### src/rtl/adder_op_sequencer.sv
// adder_op_sequencer: operand capture / result latch controller for an 8-bit adder.
//   A step press captures operand A from sw_data, the next press captures B.
//   One cycle later the external adder's sum/carry are latched and held.
//   In accumulate mode the held result becomes the next A (chained additions).
// Optional build macro: STEP_DEBOUNCE_EN (adds a DEB_CYCLES stable-level filter on step).
// Ports:
//   CLK100MHZ  system clock, all state on rising edge
//   reset      asynchronous active-low reset
//   step       raw push-button, asynchronous to clock
//   clear      synchronous active-high clear (same effect as reset)
//   acc_mode   accumulate select, sampled on step in S_DONE
//   sw_data    operand switches
//   sum_in     sum from external combinational adder
//   cout_in    carry from external adder
//   op_a/op_b  operands to adder and display
//   result     latched sum; cout latched carry; valid result current
//   state      FSM state code; add_count completed additions
//   ovf_sticky any carry since last chain start
module adder_op_sequencer #(
   parameter int unsigned DATA_W     = 8,
   parameter int unsigned CNT_W      = 8,
   parameter int unsigned DEB_CYCLES = 1000000
) (
   input  logic              CLK100MHZ,
   input  logic              reset,
   input  logic              step,
   input  logic              clear,
   input  logic              acc_mode,
   input  logic [DATA_W-1:0] sw_data,
   input  logic [DATA_W-1:0] sum_in,
   input  logic              cout_in,
   output logic [DATA_W-1:0] op_a,
   output logic [DATA_W-1:0] op_b,
   output logic [DATA_W-1:0] result,
   output logic              cout,
   output logic              valid,
   output logic [1:0]        state,
   output logic [CNT_W-1:0]  add_count,
   output logic              ovf_sticky
);

   localparam int unsigned DEB_W = (DEB_CYCLES > 1) ? $clog2(DEB_CYCLES) : 1;

   typedef enum logic [1:0] {
      S_WAIT_A = 2'd0,
      S_WAIT_B = 2'd1,
      S_ADD    = 2'd2,
      S_DONE   = 2'd3
   } state_t;

   state_t state_q, state_nxt;

   logic              step_s1, step_s2;
   logic              step_lvl;
   logic              step_lvl_d;
   logic              step_pulse;

   logic [DATA_W-1:0] op_a_nxt, op_b_nxt, result_nxt;
   logic              cout_nxt, valid_nxt, ovf_nxt;
   logic [CNT_W-1:0]  add_count_nxt;

   // Two-flop synchronizer for the asynchronous step input
   always_ff @(posedge CLK100MHZ or negedge reset) begin
      if (!reset) begin
         step_s1 <= 1'b0;
         step_s2 <= 1'b0;
      end else if (clear) begin
         step_s1 <= 1'b0;
         step_s2 <= 1'b0;
      end else begin
         step_s1 <= step;
         step_s2 <= step_s1;
      end
   end

`ifdef STEP_DEBOUNCE_EN
   logic [DEB_W-1:0] deb_cnt;
   logic             deb_lvl;

   // Level flips only after DEB_CYCLES consecutive cycles at the new level
   always_ff @(posedge CLK100MHZ or negedge reset) begin
      if (!reset) begin
         deb_cnt <= '0;
         deb_lvl <= 1'b0;
      end else if (clear) begin
         deb_cnt <= '0;
         deb_lvl <= 1'b0;
      end else if (step_s2 != deb_lvl) begin
         if (deb_cnt == DEB_W'(DEB_CYCLES - 1)) begin
            deb_cnt <= '0;
            deb_lvl <= step_s2;
         end else begin
            deb_cnt <= deb_cnt + DEB_W'(1);
         end
      end else begin
         deb_cnt <= '0;
      end
   end

   assign step_lvl = deb_lvl;
`else
   logic unused_deb;
   assign unused_deb = ^DEB_W'(DEB_CYCLES);
   assign step_lvl   = step_s2;
`endif

   // Delayed copy of the level; the pulse is high for the one cycle after a rise
   always_ff @(posedge CLK100MHZ or negedge reset) begin
      if (!reset)     step_lvl_d <= 1'b0;
      else if (clear) step_lvl_d <= 1'b0;
      else            step_lvl_d <= step_lvl;
   end

   assign step_pulse = step_lvl & ~step_lvl_d;

   // State and datapath registers
   always_ff @(posedge CLK100MHZ or negedge reset) begin
      if (!reset) begin
         state_q    <= S_WAIT_A;
         op_a       <= '0;
         op_b       <= '0;
         result     <= '0;
         cout       <= 1'b0;
         valid      <= 1'b0;
         add_count  <= '0;
         ovf_sticky <= 1'b0;
      end else if (clear) begin
         state_q    <= S_WAIT_A;
         op_a       <= '0;
         op_b       <= '0;
         result     <= '0;
         cout       <= 1'b0;
         valid      <= 1'b0;
         add_count  <= '0;
         ovf_sticky <= 1'b0;
      end else begin
         state_q    <= state_nxt;
         op_a       <= op_a_nxt;
         op_b       <= op_b_nxt;
         result     <= result_nxt;
         cout       <= cout_nxt;
         valid      <= valid_nxt;
         add_count  <= add_count_nxt;
         ovf_sticky <= ovf_nxt;
      end
   end

   // Next-state and next-register values
   always_comb begin
      state_nxt     = state_q;
      op_a_nxt      = op_a;
      op_b_nxt      = op_b;
      result_nxt    = result;
      cout_nxt      = cout;
      valid_nxt     = valid;
      add_count_nxt = add_count;
      ovf_nxt       = ovf_sticky;

      case (state_q)
         S_WAIT_A: begin
            if (step_pulse) begin
               op_a_nxt  = sw_data;
               valid_nxt = 1'b0;
               ovf_nxt   = 1'b0;
               state_nxt = S_WAIT_B;
            end
         end
         S_WAIT_B: begin
            if (step_pulse) begin
               op_b_nxt  = sw_data;
               state_nxt = S_ADD;
            end
         end
         S_ADD: begin
            // sum_in has settled one cycle after op_b was captured
            result_nxt    = sum_in;
            cout_nxt      = cout_in;
            valid_nxt     = 1'b1;
            ovf_nxt       = ovf_sticky | cout_in;
            add_count_nxt = add_count + CNT_W'(1);
            state_nxt     = S_DONE;
         end
         S_DONE: begin
            if (step_pulse) begin
               if (acc_mode) begin
                  op_a_nxt  = result;
                  valid_nxt = 1'b0;
                  state_nxt = S_WAIT_B;
               end else begin
                  state_nxt = S_WAIT_A;
               end
            end
         end
         default: state_nxt = S_WAIT_A;
      endcase
   end

   assign state = state_q;

endmodule

### config.mk
export PLATFORM = sky130hd
export DESIGN_NAME = adder_op_sequencer
export DESIGN_NICKNAME = d
export VERILOG_FILES = /design/src/rtl/adder_op_sequencer.sv
export SDC_FILE = /design/constraint.sdc
export NUM_CORES = 1
export LEC_CHECK = 0
export ABC_AREA = 1
export BUFFER_PORTS_ARGS = -buffer_cell sky130_fd_sc_hd__clkbuf_2
export CORE_ASPECT_RATIO = 0.8
export CORE_MARGIN = 2
export CORE_UTILIZATION = 51
export CTS_CLUSTER_SIZE = 24
export DETAILED_ROUTE_END_ITERATION = 10
export PLACE_DENSITY = 0.79
export SYNTH_ARGS = -nofsm -noshare
export SYNTH_HDL_FRONTEND = slang
export SYNTH_SLANG_ARGS = --single-unit
### constraint.sdc
create_clock -name CLK100MHZ -period 1.45 [get_ports CLK100MHZ]
set_input_delay 0.145 -clock CLK100MHZ [delete_from_list [all_inputs] [get_ports CLK100MHZ]]
set_output_delay 0.145 -clock CLK100MHZ [all_outputs]
set_load 0.1 [all_outputs]
==> results of run 1 <==
==> cell usage in the layout, fill, tap and decap left out, drive strengths merged <==
cell         synthesis  final
clkbuf               0     64
nand2               45     45
dfrtp               40     40
nor2                32     32
o21ai               26     26
inv                 24     24
nand3               23     23
buf                  8     12
a22o                10     10
a21oi                6      6
ha                   5      5
o22ai                1      1
o211ai               1      1
dlygate4sd3          0      1
==> how the worst min path moves through the flow <==
stage | to | cells after the start | start | slack [ns]
final | step_s1 | 3 | step | 0.03
after detailed placement | cout | 2 | reset | 0.23
after global placement | cout | 2 | reset | 0.23
after CTS | step_s1 | 3 | step | 0.03
after global routing | step_s1 | 3 | step | 0.04
after floorplan | add_count[0] | 0 | reset | -0.15
==> synthesized netlist by cell type, drive strengths merged <==
| master | count | area share [%] |
|---|---|---|
| ha | 5 | 3.2 |
| nand2 | 45 | 11 |
| nand3 | 23 | 5.8 |
| o22ai | 1 | 0.32 |
| a22o | 10 | 4.4 |
| buf | 8 | 3.7 |
| a21oi | 6 | 1.5 |
| nor2 | 32 | 6.3 |
| dfrtp | 40 | 51 |
| o211ai | 1 | 0.38 |
| inv | 24 | 4.8 |
| o21ai | 26 | 7.9 |
==> state kept, by name (all words and copies together), names as in the netlist, 2 cells and up <==
| signal | cells |
|---|---|
| state | 2 |
| add_count | 8 |
| op_b | 8 |
| result | 8 |
| op_a | 8 |
==> stage by stage <==
| stage | setup TNS [ns] | setup WS (ns) |
|---|---|---|
| floorplan | -0.184 | -0.0256 |
| detailed placement | 0 | 0.0351 |
| CTS | 0 | 0.00736 |
| finish | 0 | 0.0681 |
| global route | -0.0113 | -0.0113 |
| global placement | 0 | 0.0769 |
==> cell families (layout without fill, tap and decap cells) <==
kind of cell / after synthesis / after routing / synth area share, %
adder cells (fa/ha/maj): 5 / 5 / 3.17
buffers and inverters: 32 / 101 / 8.56
flip-flops: 40 / 40 / 50.7
AND/OR/NAND/NOR: 100 / 100 / 23.0
AO/OA/AOI/OAI: 44 / 44 / 14.6
==> critical path, cell delays in order, from the launching register on <==
cell and delay, ns:
dfrtp_4 0.54, inv_6 0.10, ha_4 0.19, nor2_2 0.07, buf_4 0.16, a22o_1 0.21
==> layer usage <==
| layer | global-route usage, % | vias to the layer above | wire length [um] |
|---|---|---|---|
| li1 | - | 862 | - |
| met1 | 31.3 | 765 | 2080 |
| met2 | 31.1 | 49 | 1960 |
| met3 | 7.48 | 7 | 294 |
| met4 | 5.97 | 0 | 62 |
| met5 | 0 | - | 0 |
==> report_power, final <==
| group | internal, mW | switching (mW) |
|---|---|---|
| registers | 1.35 | 0.200 |
| clock network | 0.388 | 0.369 |
| logic | 0.655 | 2.35 |
==> repair_timing <==
| item | in CTS | in global routing |
|---|---|---|
| setup endpoints to repair | 0 | 19 |
| gates resized for setup | 0 | 7 |
| hold endpoints to repair | 40 | 0 |
| hold buffers | 1 | 0 |
| setup buffers | 0 | 6 |
==> final cells by class <==
class	count	area, um2
Clock buffer	8	90.1
Fill cell	303	1210
Inverter	24	108
Multi-Input combinational cell	149	881
Sequential cell	40	1020
Tap cell	44	55.1
Timing Repair Buffer	69	393
==> impl_results.md, run 1 <==
- GRT overflow: 0
- I/O Buffers: slightly below 60
- Final hold slack: 0.0260 ns
- Yosys reg bits: 40
- ANT nets after route: 0
- Detail-routed via count per cell: slightly above 5
- Clk_lat worst skew: about 0.29 ns
- First-pass GRT wire length: between 7 and 8 mm
- Critical R2R Capture: result[2]
- Data required, critical path: 1.63 ns
- Wire per inst: ~13 um
- Final Cycle Share: between 90% and 100%
- CTS clock-pin slew for the worst setup and hold paths: around 0.07 ns
- Worst path arrival time: 1.56 ns
- Die area: between 4000 and 5000 um2
- Leak: about 1.3 nW
- Initial Util: around 53%
- Final setup viols: 0
- Max Freq: around 720 MHz
- Vias in the first global route: 1526
- Cts bufs inserted: 5
- DR pass1 iterations: 4
- Final Cell Area: approximately 2500 um2
- Placed Cells: 319
- Rows: 20
- Placeable Area: approximately 3800 um2
- Synth Instances: 221
- Synthesized cell area: between 1500 and 2000 um2
- Critical R2R Launch: state[0]
- Post-Layout Cell Count: 334
- Crit. End Element: flop
- CTS Buffer Depth: 2
- Die width: ~74 um
- Relative slew margins: 63.6%
- Worst Setup EP: result[2]
- TritonCTS clock tree: done
- P&R area growth vs syn: 28.9%
- Layout Nets: around 320
- DR iter-0 viols: 160
- Routed Wire Length: approximately 4.4 mm
- RSZ-0062 raised after global routing: true
- Share of post-route cells with drive strength above 1: between 30 and 40%
- R2R Setup Slk: around 0.07 ns
- # clock sinks: 40
- Yosys warning total: 0
- Final Util: between 60% and 70%
- FF-to-FF path depth: 5
- Placer Congestion: ~0.86
- Worst slew pin tran: about 0.55 ns
- H-tree depth: 2
- Largest net degree at the start of global routing: 41
- Dpl cell area: around 2400 um2
- Post-DP HPWL: slightly above 3 mm
- Hold WC Path Type: in -> reg
- Final Slew Violations: 0
- Post-synthesis sequential area ratio: about half
- Final Skew: a little under 0.007 ns
- Critical path class: reg -> reg
- Initial antenna violation count: 0
- Max-Cap Viols: 0
- Synth Area per Inst: 8.93 um2
- Design Power: 5.31 mW
- DRC viols: 0
- Synth unique cells: 24
- # IOs: 59
- Pwr/cell area: about 2100 nW/um2
- Fin crit period: about 1.4 ns
- Worst setup SP type: flop
- Vias: 1683
- Die Ht: a little under 60 um
- Root buf cell: clkbuf_8
- Ant. Diodes: 0
- Worst setup path start: state[0]
- Max VDD drop: roughly 0.0012 V
- Hold Fails Final Rpt: 0
- Synth Net Count: 248
- Maximum fanout along the worst path: 8
- Global Route Usage Sum: about 22%
- Status: completed
Power figures use the tool's default switching activity.
==> run 2: changes to the inputs <==
--- a/config.mk
+++ b/config.mk
@@ -12,2 +12,3 @@
 export CORE_UTILIZATION = 51
+export CTS_BUF_LIST = sky130_fd_sc_hd__clkbuf_16
 export CTS_CLUSTER_SIZE = 24
--- a/constraint.sdc
+++ b/constraint.sdc
@@ -3,2 +3,2 @@
 set_output_delay 0.145 -clock CLK100MHZ [all_outputs]
-set_load 0.1 [all_outputs]
+set_load 0.02 [all_outputs]
==> run 2 against run 1 <==
Compared with the run above:
- power shrank 23%
- maximum frequency down 0.38%
- sequential cell count unchanged
- setup slack lost 0.0053 ns
- sequential share of layout area rose by 0.23 points
- register-to-register slack hardly changed
- first-iteration DRC count fell by 11%
- critical path depth rose by 2
- clock power up 33%
- global-route usage down 1.0 points
- wire length fell by 1.2%
==> impl_results.md, run 2 (synthesis results as in run 1) <==
- Status: completed
- Rows: 20 (unchanged)
- Final Slew Violations: 0 (unchanged)
- Most common cell after layout, fill and taps aside: clkbuf_2
- Logic pwr share: 39.1% (-18 points)
- Hold WC Path Type: in -> reg
- Cts bufs inserted: 5 (unchanged)
- Final Cycle Share: 95.7% (+0.37 points)
- Placed Cells: 321 (+0.63%)
- Global Route Usage Sum: 20.7% (-1.0 points)
- Placeable Area: 3750 um2 (unchanged)
- Hold Fails Final Rpt: 0 (unchanged)
- Die Ht: 59.6 um (unchanged)
- Ant. Diodes: 0 (unchanged)
- Post-CTS Setup Inserts: 0 (unchanged)
- Vias in the first global route: 1516 (-0.66%)
- Design Power: 4.12 mW (-23%)
- R2R Setup Slk: 0.06 ns (about the same)
- Max-Cap Viols: 0 (unchanged)
- RSZ-0062 raised after global routing: true
- Pint: 2.53 mW (+5.9%)
- Data required, critical path: 1.61 ns (-0.02 ns)
- DR iter-0 viols: 143 (-11%)
- Sw power: 1.58 mW (-46%)
- DRC viols: 0 (unchanged)
- Placer Congestion: 0.850 (-1.2%)
- Switch share: 38.5% (-17 points)
- Vias: 1713 (+1.8%)
- Initial Util: 52.6% (unchanged)
- Clk_lat worst skew: 0.27 ns (-0.02 ns)
- Layout Nets: 313 (-0.95%)
- P&R area growth vs syn: 26.4%
- Largest net degree at the start of global routing: 31 (-24%)
- Worst slew pin tran: 0.452 ns (-0.0970 ns)
- Pwr/cell area: 1650 nW/um2 (-21%)
- Final hold slack: 0.0614 ns (+0.0353 ns)
- Critical path class: reg -> reg
- Detail-routed via count per cell: 5.19 (+3.0%)
- Post-Layout Cell Count: 330 (-1.2%)
- Initial antenna violation count: 0 (unchanged)
- Wire per inst: 13.2 um (about the same)
- Clk pwr share: 24.5% (+10 points)
- Root buf cell: clkbuf_16
- Maximum fanout along the worst path: 9 (+1)
- # IOs: 59 (unchanged)
- Worst setup SP type: flop
- H-tree depth: 2 (unchanged)
- Max Freq: 721 MHz (-0.38%)
- CTS Buffer Depth: 2 (unchanged)
- ANT nets after route: 0 (unchanged)
- Relative slew margins: 69.9% (+6.3 points)
- Final Util: 66.5% (-1.3 points)
- Sequential share of power: 36.4% (+7.3 points)
- Die width: 73.5 um (unchanged)
- Final Skew: 0.00234 ns (-0.00446 ns)
- GRT overflow: 0 (unchanged)
- Leak: 1.34 nW (+0.57%)
- DR pass1 iterations: 4 (unchanged)
- TritonCTS clock tree: done
- First-pass GRT wire length: 7.00 mm (-2.0%)
- Final setup viols: 0 (unchanged)
- Routed Wire Length: 4.34 mm (-1.2%)
- CTS clock-pin slew for the worst setup and hold paths: 0.05 ns (-0.02 ns)
- Post-DP HPWL: 3.14 mm (+2.1%)
- Fin crit period: 1.39 ns (+0.00532 ns)
- Max VDD drop: 0.000871 V (-26%)
- Crit. End Element: flop
- I/O Buffers: 58 (unchanged)
- # clock sinks: 40 (unchanged)
- Share of post-route cells with drive strength above 1: 33.9% (-4.0 points)
- Die area: 4390 um2 (unchanged)
- Commonest non-fill, non-tap cells in the layout: 58 x clkbuf_2, 38 x nand2_1, 38 x dfrtp_1
- Worst path arrival time: 1.55 ns (about the same)
-- run 2: cell types whose count changed in the layout (fill, tap and decap cells not counted), sizes merged --
cell and delta:
buf -6, clkbuf -1, clkinv +1, inv +1, o21ai +1
-- run 2: what timing repair did --
| action | 4_1_cts | 5_1_grt |
|---|---|---|
| setup endpoints to repair | 8 | 32 |
| hold buffers | 1 | 0 |
| endpoints found under the hold margin | 16 | 0 |
| pin swaps | 0 | 1 |
| gates resized for setup | 3 | 9 |
| cloned | 0 | 1 |
-- run 2: cell type report --
cell class | count | area, um2
Clock buffer | 5 | 125
Clock inverter | 2 | 8.76
Fill cell | 299 | 1260
Inverter | 24 | 97.6
Multi-Input combinational cell | 150 | 847
Sequential cell | 40 | 1000
Tap cell | 44 | 55.1
Timing Repair Buffer | 65 | 358
-- run 2: final timing paths --
check / from / endpoint / depth (start not counted)
max: state[1] / op_a[2] / 7
min: step / step_s1 / 3
max reg2reg: state[1] / op_a[2] / 7
min reg2reg: step_s1 / step_lvl / 2
max in group asynchronous: reset / op_a[7] / 3
min in group asynchronous: reset / ovf_sticky / 2
-- run 2: layer usage --
layer | vias up | global-route usage [%] | routed length [um]
met5 | - | 0 | 0
met4 | 0 | 5.45 | 25
met3 | 2 | 5.10 | 212
met2 | 50 | 30.7 | 1970
met1 | 808 | 30.4 | 2140
li1 | 853 | - | -
-- run 2: stage by stage --
| step | cell area (um2) | setup slack [ns] | setup TNS [ns] |
|---|---|---|---|
| 2_1_floorplan | 1970 | 0.0141 | 0 |
| 3_3_place_gp | 2300 | -0.0189 | -0.0955 |
| 3_5_place_dp | 2300 | -0.0626 | -0.401 |
| 4_1_cts | 2450 | 0.00107 | 0 |
| 5_1_grt | 2490 | -0.0104 | -0.0196 |
| 6_report | 2490 | 0.0628 | 0 |
-- run 2: power groups by stage --
stage / registers (mW) / clock network (mW) / logic (mW)
final: 1.50 / 1.01 / 1.61
after global routing: 1.52 / 1.08 / 1.77
after CTS: 1.48 / 1.02 / 1.54
after detailed placement: 1.50 / 0 / 1.51
after global placement: 1.50 / 0 / 1.48
after floorplan: 1.74 / 0 / 0.783
-- run 2: worst max-delay path, stage by stage, from the launching register on --
cell,delay [ns]
dfrtp_2,0.45
ha_2,0.23
inv_2,0.15
o21ai_2,0.11
nand2_8,0.12
nand2_4,0.09
nand2_1,0.08
nand2_1,0.05
